## config.mk

```make
export PLATFORM = sky130hd
export DESIGN_NAME = ucie_ctl_tx_serializer
export DESIGN_NICKNAME = d
export VERILOG_FILES = /design/src/rtl/ucie_ctl_pkg.sv /design/src/rtl/ucie_ctl_tx_beat_ctr.sv /design/src/rtl/ucie_ctl_tx_serializer.sv
export SDC_FILE = /design/constraint.sdc
export NUM_CORES = 1
export LEC_CHECK = 0
export ABC_CLOCK_PERIOD_IN_PS = 4800
export CAP_MARGIN = 20
export CELL_PAD_IN_SITES_DETAIL_PLACEMENT = 1
export CELL_PAD_IN_SITES_GLOBAL_PLACEMENT = 1
export CORE_AREA = 2 2 174 261
export CTS_CLUSTER_DIAMETER = 40
export CTS_CLUSTER_SIZE = 8
export DETAILED_ROUTE_END_ITERATION = 8
export DIE_AREA = 0 0 176 263
export PLACE_DENSITY = 0.64
export SETUP_SLACK_MARGIN = 0.15
export SYNTH_ARGS = -nofsm -noshare
export SYNTH_HDL_FRONTEND = slang
export SYNTH_HIERARCHICAL = 1
export SYNTH_SLANG_ARGS = --single-unit
```

## constraint.sdc

```tcl
create_clock -name i_clk -period 4.8 [get_ports i_clk]
set_input_delay 0.48 -clock i_clk [delete_from_list [all_inputs] [get_ports i_clk]]
set_output_delay 0.48 -clock i_clk [all_outputs]
set_load 0.01 [all_outputs]
```

## src/rtl/ucie_ctl_pkg.sv

```systemverilog
`default_nettype none
// ============================================================================
//  Module   : ucie_ctl_pkg
//  Purpose  : Shared types and constants for the UCIe controller TX path.
//             - state_e           : serializer state (IDLE / SEND)
//             - RDI_STATE_ACTIVE  : RDI pl_state_sts encoding of Active
//             - WORD_CNT_W        : width of the transmitted-word counter
//             - cnt_width()       : beat counter width for a given ratio
//  Revision : 1.0  initial release
// ============================================================================
package ucie_ctl_pkg;

  typedef enum logic [0:0] {
    IDLE = 1'b0,
    SEND = 1'b1
  } state_e;

  localparam logic [3:0] RDI_STATE_ACTIVE = 4'b0001;
  localparam int         WORD_CNT_W       = 16;

  // A ratio of 1 still needs a 1-bit counter so every vector stays legal.
  function automatic int cnt_width(input int ratio);
    return (ratio > 1) ? $clog2(ratio) : 1;
  endfunction

endpackage
`default_nettype wire

```

## src/rtl/ucie_ctl_tx_beat_ctr.sv

```systemverilog
`default_nettype none
// ============================================================================
//  Module   : ucie_ctl_tx_beat_ctr
//  Purpose  : Beat index counter for the TX serializer. Counts 0..RATIO-1,
//             wrapping to 0 when incremented on the last beat.
//  Ports    : i_clk    - clock
//             i_rst    - synchronous active-low reset
//             i_inc    - advance one beat
//             i_clear  - force index to 0 (priority over i_inc)
//             o_cnt    - current beat index
//             o_last   - current beat is the last beat of the word
//  Revision : 1.0  initial release
// ============================================================================
module ucie_ctl_tx_beat_ctr
  import ucie_ctl_pkg::*;
#(
  parameter int RATIO = 4,
  parameter int CNT_W = cnt_width(RATIO)
) (
  input  logic             i_clk,
  input  logic             i_rst,
  input  logic             i_inc,
  input  logic             i_clear,
  output logic [CNT_W-1:0] o_cnt,
  output logic             o_last
);

  localparam logic [CNT_W-1:0] LAST_IDX = CNT_W'(RATIO - 1);

  logic [CNT_W-1:0] cnt_q;
  logic [CNT_W-1:0] cnt_d;

  assign o_cnt  = cnt_q;
  assign o_last = (cnt_q == LAST_IDX);

  always_comb begin
    cnt_d = cnt_q;
    if (i_clear) begin
      cnt_d = '0;
    end else if (i_inc) begin
      // Wrapping on the last beat leaves the index at 0 both for a
      // back-to-back reload and for the return to IDLE.
      cnt_d = o_last ? '0 : cnt_q + CNT_W'(1);
    end
  end

  always_ff @(posedge i_clk) begin
    if (!i_rst) begin
      cnt_q <= '0;
    end else begin
      cnt_q <= cnt_d;
    end
  end

endmodule
`default_nettype wire

```

## src/rtl/ucie_ctl_tx_serializer.sv

```systemverilog
`default_nettype none
// ============================================================================
//  Module   : ucie_ctl_tx_serializer
//  Purpose  : Splits IN_WIDTH words from the TX FIFO into RATIO beats of
//             OUT_WIDTH on the RDI lp_data bus (beat 0 = LSBs). Traffic is
//             gated on RDI Active; losing Active mid-word drops the word and
//             pulses o_abort_err. Counts completed words (16-bit, wrapping).
//  Ports    : i_clk, i_rst (sync active-low)
//             i_rdi_pl_state_sts          - RDI link state
//             i_tx_valid/i_tx_irdy/i_tx_data, o_tx_trdy - upstream word hs
//             o_rdi_lp_valid/o_rdi_lp_irdy/o_rdi_lp_data, i_rdi_pl_trdy
//                                         - RDI beat handshake
//             o_busy        - word in flight
//             o_abort_err   - one-cycle pulse after a dropped word
//             o_tx_word_cnt - completed word count
//  Revision : 1.0  initial release
// ============================================================================
`ifndef TX_WIDTH
`define TX_WIDTH 256
`endif

module ucie_ctl_tx_serializer
  import ucie_ctl_pkg::*;
#(
  parameter int IN_WIDTH  = `TX_WIDTH,
  parameter int OUT_WIDTH = 64,
  parameter int RATIO     = IN_WIDTH / OUT_WIDTH
) (
  input  logic                  i_clk,
  input  logic                  i_rst,
  input  logic [3:0]            i_rdi_pl_state_sts,
  input  logic                  i_tx_valid,
  input  logic                  i_tx_irdy,
  input  logic [IN_WIDTH-1:0]   i_tx_data,
  output logic                  o_tx_trdy,
  output logic                  o_rdi_lp_valid,
  output logic                  o_rdi_lp_irdy,
  output logic [OUT_WIDTH-1:0]  o_rdi_lp_data,
  input  logic                  i_rdi_pl_trdy,
  output logic                  o_busy,
  output logic                  o_abort_err,
  output logic [WORD_CNT_W-1:0] o_tx_word_cnt
);

  localparam int CNT_W = cnt_width(RATIO);

  state_e                state_q,     state_d;
  logic [IN_WIDTH-1:0]   data_q,      data_d;
  logic [WORD_CNT_W-1:0] word_cnt_q,  word_cnt_d;
  logic                  abort_err_q, abort_err_d;

  logic [CNT_W-1:0]      beat_cnt;
  logic                  beat_last;
  logic [OUT_WIDTH-1:0]  beat_data;

  logic active;
  logic busy;
  logic lp_valid;
  logic beat_hs;
  logic word_done;
  logic accept;
  logic abort;
  logic tx_trdy;

  assign active   = (i_rdi_pl_state_sts == RDI_STATE_ACTIVE);
  assign busy     = (state_q == SEND);
  assign lp_valid = busy & active;
  assign beat_hs  = lp_valid & i_rdi_pl_trdy;
  assign word_done = beat_hs & beat_last;
  assign abort    = busy & ~active;

  // Ready in IDLE, or on the final beat when RDI takes it, so the next word
  // loads with no bubble. Held low while reset is asserted so no word can be
  // accepted against a design that is being cleared.
  assign tx_trdy = i_rst & active & (~busy | (beat_last & i_rdi_pl_trdy));
  assign accept  = i_tx_valid & i_tx_irdy & tx_trdy;

  ucie_ctl_tx_beat_ctr #(
    .RATIO (RATIO),
    .CNT_W (CNT_W)
  ) u_beat_ctr (
    .i_clk   (i_clk),
    .i_rst   (i_rst),
    .i_inc   (beat_hs),
    .i_clear (abort | (accept & ~busy)),
    .o_cnt   (beat_cnt),
    .o_last  (beat_last)
  );

  // Beat selection: a plain slice when each word is a single beat, otherwise
  // an indexed mux over the held word.
  if (RATIO == 1) begin : g_ratio_one
    assign beat_data = data_q[OUT_WIDTH-1:0];
  end else begin : g_ratio_multi
    logic [OUT_WIDTH-1:0] beats [RATIO];
    for (genvar i = 0; i < RATIO; i++) begin : g_beat
      assign beats[i] = data_q[i*OUT_WIDTH +: OUT_WIDTH];
    end
    assign beat_data = beats[beat_cnt];
  end

  always_comb begin
    state_d     = state_q;
    data_d      = data_q;
    word_cnt_d  = word_cnt_q;
    abort_err_d = 1'b0;
    case (state_q)
      IDLE: begin
        if (accept) begin
          state_d = SEND;
          data_d  = i_tx_data;
        end
      end
      SEND: begin
        if (abort) begin
          // Link loss wins over a coincident last beat: nothing completes.
          state_d     = IDLE;
          data_d      = '0;
          abort_err_d = 1'b1;
        end else if (word_done) begin
          word_cnt_d = word_cnt_q + WORD_CNT_W'(1);
          if (accept) begin
            data_d = i_tx_data;
          end else begin
            state_d = IDLE;
          end
        end
      end
      default: state_d = IDLE;
    endcase
  end

  always_ff @(posedge i_clk) begin
    if (!i_rst) begin
      state_q     <= IDLE;
      data_q      <= '0;
      word_cnt_q  <= '0;
      abort_err_q <= 1'b0;
    end else begin
      state_q     <= state_d;
      data_q      <= data_d;
      word_cnt_q  <= word_cnt_d;
      abort_err_q <= abort_err_d;
    end
  end

  assign o_tx_trdy      = tx_trdy;
  assign o_rdi_lp_valid = lp_valid;
  assign o_rdi_lp_irdy  = lp_valid;
  assign o_rdi_lp_data  = busy ? beat_data : '0;
  assign o_busy         = busy;
  assign o_abort_err    = abort_err_q;
  assign o_tx_word_cnt  = word_cnt_q;

endmodule
`default_nettype wire

```

# Word level (Yosys, flattened, before mapping)

Index checks and enable logic that the tools add are counted.

Bits in registers: 276
Input bits: 265
Word-level logic and storage cells: 45

Mux-type cells: 14
$lt $le $gt $ge: 1
Reductions and logical operators: 3
$add $sub $neg: 2
Bitwise gates (word level): 17
Eq/ne operators: 3

Operator list:

| cell                  | count |
|---|---|
| $mux 256              | 3 |
| $pmux 256 s2          | 1 |
| $mux 64               | 3 |
| $bmux 64 s2           | 1 |
| $add 16x1->16 const B | 1 |
| $and 1x1->1           | 10 |
| $eq 4x1->1 const B    | 1 |
| $mux 1                | 4 |
| $not 1->1             | 4 |
| $ge 3x3->1 const B    | 1 |
| $ne 3x1->1 const B    | 1 |
| $not 2->3             | 1 |
| $reduce_and 3->1      | 1 |
| $add 2x1->2 const B   | 1 |
| $eq 2x2->1 const B    | 1 |
| $mux 2                | 1 |
| $or 1x1->1            | 2 |
| $pmux 1 s2            | 1 |
| $reduce_and 2->1      | 1 |
| $reduce_or 2->1       | 1 |

# Longest topological paths before layout

Depth after elaboration: 9
Mapped depth: 9

# Hierarchy

The synthesis kept the hierarchy.

By module, submodules not included:

| module                 | instances | cells each | area each (um^2) |
|---|---|---|---|
| ucie_ctl_tx_serializer | 1         | 1364       | 11608.6 |
| ucie_ctl_tx_beat_ctr   | 1         | 9          | 96.3 |

# Worst setup path before layout

No wires, ideal clock.

Kind: reg2out
Start point: reg u_beat_ctr.cnt_q[0], in the netlist u_beat_ctr/o_cnt[0]
End point: out o_rdi_lp_data[10]
Cell stages (with the launch flop): 5
Data required time: 4.320 ns
Data arrival time: 1.757 ns
Slack: 2.563 ns
Cells stage by stage: dfxtp_1 > clkbuf_1 > buf_2 > mux4_2 > and2_1

Longest elaborated chain between the ends: 5

RTL lines:

| item                                       | RTL line                      | source |
|---|---|---|
| start: declaration                         | ucie_ctl_tx_beat_ctr.sv:30    | `logic [CNT_W-1:0] cnt_q;` |
| start signal: assignment                   | ucie_ctl_tx_beat_ctr.sv:51    | `cnt_q <= cnt_d;` |
| $not 2->3 (implied by the code)            | ucie_ctl_tx_serializer.sv:99  | `assign beat_data = beats[beat_cnt];` |
| $bmux 64 s2                                | ucie_ctl_tx_serializer.sv:99  |  |
| $mux 64 (implied by the code) (2 in a row) | ucie_ctl_tx_serializer.sv:99  |  |
| $mux 64                                    | ucie_ctl_tx_serializer.sv:150 | `assign o_rdi_lp_data = busy ? beat_data : '0;` |
| end: declaration                           | ucie_ctl_tx_serializer.sv:38  | `output logic [OUT_WIDTH-1:0] o_rdi_lp_data,` |

Every way passes these cells. The select of a mux whose other input is x is not followed.

# Worst setup path after layout

Start point: reg u_beat_ctr.cnt_q[0], in the netlist u_beat_ctr/o_cnt[0]
End point: out o_rdi_lp_data[48]

Same word-level chain as after synthesis.

==> flow_summary.json <==
{
  "outcome": "finished clean",
  "fin_skew_ps": 8.29,
  "total_power_uw": 5670,
  "drc": 0,
  "yosysWarnings": 6,
  "cts_tree": "built",
  "maxSlewViolCount": 0,
  "cp-startpoint": "u_beat_ctr/o_cnt[0]$_SDFFE_PP0P_",
  "synth_fp_nets": 1640,
  "numCtsBuffers": 45,
  "antenna_found_initial": 9,
  "synth.most_common_cell": "nand2_1",
  "ys_types": 34,
  "grt_pass1_wl_um": 64700,
  "synth_edf_count": 0,
  "slew_headroom_pct": 32.5,
  "fin_hold_ws_ps": 450,
  "yosysTopAreaCell": "dfxtp_1",
  "critical_path_peak_fanout": 34,
  "criticalPathCategory": "flop to primary output",
  "die_height_um": 263,
  "post-route-min-period_ps": 3530,
  "grt_pass1_vias": 11500,
  "clk_latency_ps": 530,
  "hold_buffers": 0,
  "detail_route.first_pass.iterations": 4,
  "fin_setup_tns_ps": 0,
  "cts-htree-levels": 2,
  "cts_setup_buffers": 0,
  "dieArea_sq_um": 46300,
  "synth_top_area_share_pct": 47.2,
  "ant_nets": 0,
  "via_per_inst": 4.74,
  "maxCapViolCount": 0,
  "netlist_area_sq_um": 11700,
  "io_pins": 350,
  "critPathLaunchType": "flop",
  "syn_to_final_growth_pct": 44.6,
  "nNetsFinal": 1937,
  "core_area_sq_um": 43900,
  "cts-root-buf": "clkbuf_16",
  "drtIter0Drc": 393,
  "pre_cts_slack_ps": 1510,
  "crit_arrival_ps": 3050,
  "r2r-start": "u_beat_ctr/o_cnt[0]$_SDFFE_PP0P_",
  "setup_violations": 0,
  "rrSetupSlack_ps": 1830,
  "crit_path_end_kind": "primary output",
  "syn-instance-count": 1373,
  "cp.required_ps": 4320,
  "drive_above_1_share_pct": 8.35,
  "r2r_cells": 7,
  "rsz0062_at_grt": "false",
  "io_buffers": 349,
  "hold_viol": 0,
  "ys_seq_area_share_pct": 47.2,
  "grt_max_degree": 146,
  "die_w_um": 176,
  "gr-total-overflow": 0,
  "min_path_type": "flop to flop",
  "synth_common_cells": "nand2_1, dfxtp_1, a21oi_1",
  "vdd_ir_drop_max_uv": 214,
  "vias": 10800,
  "synth.area.top_cells": "dfxtp_1, nand2_1, mux4_2, a21oi_1, nand3_1",
  "tightest_slew_ps": 1010,
  "final_core_util_pct": 38.6,
  "num_rows": 94,
  "timing.final.crit_share_pct": 73.5,
  "hpwl_um": 27700,
  "setup_ws_ps": 1270,
  "ys_ff_latch": 276,
  "r2r-end": "u_beat_ctr/o_cnt[1]$_SDFFE_PP0P_",
  "gp_congestion": 0.757,
  "wl_per_cell_um": 18.3,
  "path_clk_slew_ps": 50,
  "start_util_pct": 26.7,
  "fmax_mhz": 284,
  "clk_path_buf_depth": 3,
  "postSynthAreaPerCell_sq_um": 8.53,
  "drt-total-wl_um": 41700,
  "cts.sinks": 276,
  "synth_top_flop_cell": "dfxtp_1",
  "powerDensity_nw_per_um2": 335,
  "async_flop_share_pct": 0,
  "crit_path_end": "o_rdi_lp_data[48]",
  "grt_usage_pct": 17.8,
  "cts_resized": 0,
  "leakage_uw": 0.00626
}
## layout by cell type, fill, tap and decap left out, types with 6 or more instances in the layout
cell type and instances:
clkbuf_1 8, nand4_1 6, mux4_2 64, o21ai_0 7
nor2_1 10, dfxtp_1 273, clkdlybuf4s50_1 349, or3_1 8
clkbuf_8 6, clkbuf_16 45, diode_2 9, nand2_1 520
a21oi_1 142, and2_1 64, nand3_1 127
## power by group
| group | internal (uW) | switching, uW |
|---|---|---|
| combinational | 205 | 102 |
| sequential | 2310 | 6.88 |
| clock | 1980 | 1060 |
| total | 4500 | 1170 |
## how the worst min path moves through the flow
| stage | startpoint | to | cells past startpoint |
|---|---|---|---|
| global placement | data_q[254]$_SDFFE_PN0P_ | data_q[254]$_SDFFE_PN0P_ | 2 |
| finish | data_q[244]$_SDFFE_PN0P_ | data_q[244]$_SDFFE_PN0P_ | 2 |
| detailed placement | data_q[68]$_SDFFE_PN0P_ | data_q[68]$_SDFFE_PN0P_ | 2 |
| CTS | data_q[68]$_SDFFE_PN0P_ | data_q[68]$_SDFFE_PN0P_ | 2 |
| global route | data_q[156]$_SDFFE_PN0P_ | data_q[156]$_SDFFE_PN0P_ | 2 |
| floorplan | data_q[129]$_SDFFE_PN0P_ | data_q[129]$_SDFFE_PN0P_ | 2 |
## state kept, by name (all words and copies together), names as in the netlist
name and flops:
data_q 256, o_abort_err 1, o_busy 1, o_tx_word_cnt 16, u_beat_ctr/o_cnt 2
## metrics by stage
stage | instance area [sq um] | cells
global route | 16900 | 2274
global placement | 15500 | 2199
detailed placement | 15500 | 2199
floorplan | 11700 | 1373
finish | 16900 | 2274
CTS | 16900 | 2265
## cell type report
cell class,instances,area (sq um)
diodes,9,22.5
clock inverters,7,135
clock buffers,59,1240
fillers,5102,26900
flip-flops and latches,276,5530
multi-input cells,983,5620
inverters,5,18.8
repair buffers,359,3630
well taps,576,721
## worst max-delay path, stage by stage (launching register included)
cell and delay, ps:
dfxtp_4 840, buf_12 400, mux4_2 550, and2_1 170, clkdlybuf4s50_1 530
## cell families (layout without fill, tap and decap cells)
logic type,Yosys count,after routing,share of synthesized area [%]
XOR/XNOR,6,6,0.449
AND/OR/NAND/NOR,753,753,27.7
multiplexers,67,67,12.6
other,0,9,0
adder cells (fa/ha/maj),2,2,0.214
buffers and inverters,114,430,5.01
AO/OA/AOI/OAI,155,155,6.81
flip-flops,276,276,47.2
## layer usage
| metal | track usage [%] | share of wire, % | wire length (um) |
|---|---|---|---|
| met3 | 2.82 | 4.0 | 1670 |
| met1 | 19.5 | 39 | 16200 |
| met5 | 0 | 0 | 0 |
| met4 | 7.64 | 3.2 | 1330 |
| met2 | 33.4 | 54 | 22500 |
Note: power is estimated with default switching activity, not from simulation.
==> RTL change: new RTL, same flow settings <==
Reset style: asynchronous (`i_rst`), changed in 2 clocked blocks. Comments in the files are not updated.
--- a/src/rtl/ucie_ctl_tx_beat_ctr.sv
+++ b/src/rtl/ucie_ctl_tx_beat_ctr.sv
@@ -44,7 +44,7 @@
     end
   end
 
-  always_ff @(posedge i_clk) begin
+  always_ff @(posedge i_clk or negedge i_rst) begin
     if (!i_rst) begin
       cnt_q <= '0;
     end else begin
--- a/src/rtl/ucie_ctl_tx_serializer.sv
+++ b/src/rtl/ucie_ctl_tx_serializer.sv
@@ -130,7 +130,7 @@
     endcase
   end
 
-  always_ff @(posedge i_clk) begin
+  always_ff @(posedge i_clk or negedge i_rst) begin
     if (!i_rst) begin
       state_q     <= IDLE;
       data_q      <= '0;
Behaviour: differs if i_rst is asserted again (counterexample within 4 cycles, from zero or initial values and one cycle with i_rst low); with i_rst held inactive, the same outputs for 4 cycles.
==> RTL change against the original RTL <==
- hold slack worse by 0.024 ns
- routed wire length up 7.0%
- clock skew up 0.0083 ns
- setup slack got worse by 0.14 ns
- sequential cell count unchanged
- core utilization grew 3.3 points
- count of clock-buffer cells in the layout shrank 1
- highest routed layer is now met5
- cell area is 8.4% higher
- synthesized area increased by 11%
Power is not compared: it rests on default switching activity, and its combinational part moved more than twofold at a synthesized area within 25%.
==> RTL change: results (changes against the original RTL) <==
[yosys]
async_reset_ff_share_pct = 100  ; +100 points
synthFlopType = dfrtp_1
synth_area_leaders = dfrtp_1, nand2_1, mux4_2, nand3_1, a21oi_1
synth_cells = 1346  ; -2.0%
synthTopCellsByCount = nand2_1, dfrtp_1, nand3_1, a21oi_1, and2_1
seq_area_frac_synth_pct = 53.3  ; +6.1 points
syn-num-nets = 1613  ; -1.6%
ys_types = 29  ; -15%

[grt]
use_met2_pct = 34.8  ; +1.4 points
first_global_vias = 12502  ; +8.3%
met1_usage_pct = 23.0  ; +3.5 points
grt_max_degree = 155  ; +6.2%
grtUsageTotal_pct = 19.5  ; +1.8 points
antenna_found_initial = 10  ; +1
grt_pass1_wl_um = 70900  ; +9.6%
grt.met3_usage_pct = 2.98  ; +0.16 points

[min_path]
hp-class = primary input to async pin

[sta]
clock_skew_ns = 0.0166  ; +0.00827 ns
slew_headroom_pct = 37.4  ; +4.9 points
period_share_pct = 76.3  ; +2.8 points

[critical_path]
reg2regPathDepth = 6  ; -1
crit_end = o_rdi_lp_data[33]
slowest_delay_ns = 0.96  ; +0.12 ns
arrival_ns = 3.18  ; +0.13 ns
r2r_start = u_beat_ctr/o_cnt[0]
r2r-end = data_q[26]
critPathSlowestCell = dfrtp_4
crit_fanout = 36  ; +5.9%

[routing]
routed.top_layer = met5
drtIter0Drc = 522  ; +33%
dr_wl_met2_um = 23400  ; +3.8%
dr.pass1.iters = 5  ; +1
wl_per_cell_um = 19.8  ; +7.7%
route.met3.wl_um = 1950  ; +17%
wl_met1_um = 17700  ; +9.4%
vias = 10959  ; +1.7%
viasPerCell = 4.85  ; +2.3%

[placement]
place_inst = 2179  ; -0.91%
gp_congestion = 0.755  ; -0.37%
place_hpwl_um = 29700  ; +7.1%
dp_worst_setup_slack_ns = 1.49  ; -0.0155 ns

[finish]
layout-drive-gt1-share_pct = 9.37  ; +1.0 points
nets = 1920  ; -0.88%
fillerInstances = 4918  ; -3.6%

[outcome]
status = completed

[clocking]
clockRootBuffer = clkbuf_16
cts_setup_buffers = 0  ; unchanged
cts_buffers = 46  ; +2.2%

-- RTL change: critical path: cells and delay by family, from the launching register on --
| family | cells | cell delay [ns] |
|---|---|---|
| mux | 1 | 0.54 |
| flops | 1 | 0.96 |
| buf+inv | 2 | 0.93 |
| simple gates | 1 | 0.18 |
-- RTL change: logic make-up after synthesis --
kind of cell | count (synthesis) | synth area share [%]
adders and majority gates | 2 | 0.193
buffers and inverters | 112 | 4.33
and+or+nand+nor | 748 | 24.9
AOI/OAI and AO/OA | 127 | 4.97
muxes | 66 | 11.3
DFF | 276 | 53.3
xor gates and xnor gates | 15 | 1.01
-- RTL change: cell type report --
cell class / instances / share of cell area [%]
diodes: 9 / 0.123
clock buffers: 58 / 6.91
clock inverters: 12 / 0.893
inverters: 4 / 0.0954
multi-input cells: 958 / 30.0
flip-flops and latches: 276 / 37.7
well taps: 576 / 3.93
repair buffers: 367 / 20.3
-- RTL change: how the worst min path moves through the flow --
| stage | from | depth (start not counted) | slack [ns] | to |
|---|---|---|---|---|
| detailed placement | i_rst | 1 | 0.40 | data_q[72] |
| global placement | i_rst | 1 | 0.40 | data_q[8] |
| floorplan | i_rst | 0 | 0.18 | data_q[0] |
| CTS | i_rst | 2 | 0.43 | data_q[72] |
| finish | i_rst | 2 | 0.43 | data_q[8] |
| global route | i_rst | 2 | 0.44 | data_q[72] |
-- RTL change: repair_timing --
action,in CTS,in global routing
hold buffers,1,0
endpoints found under the setup margin,0,0
endpoints found under the hold margin,40,0
resized for setup,0,0
-- RTL change: stage by stage --
| stage | utilization [%] | cell area (µm²) |
|---|---|---|
| 4_1_cts | 41.7 | 18300 |
| 3_5_place_dp | 38.4 | 16900 |
| 5_1_grt | 41.8 | 18400 |
| 2_1_floorplan | - | 13000 |
| 3_3_place_gp | 38.4 | 16900 |
| 6_report | 41.8 | 18400 |
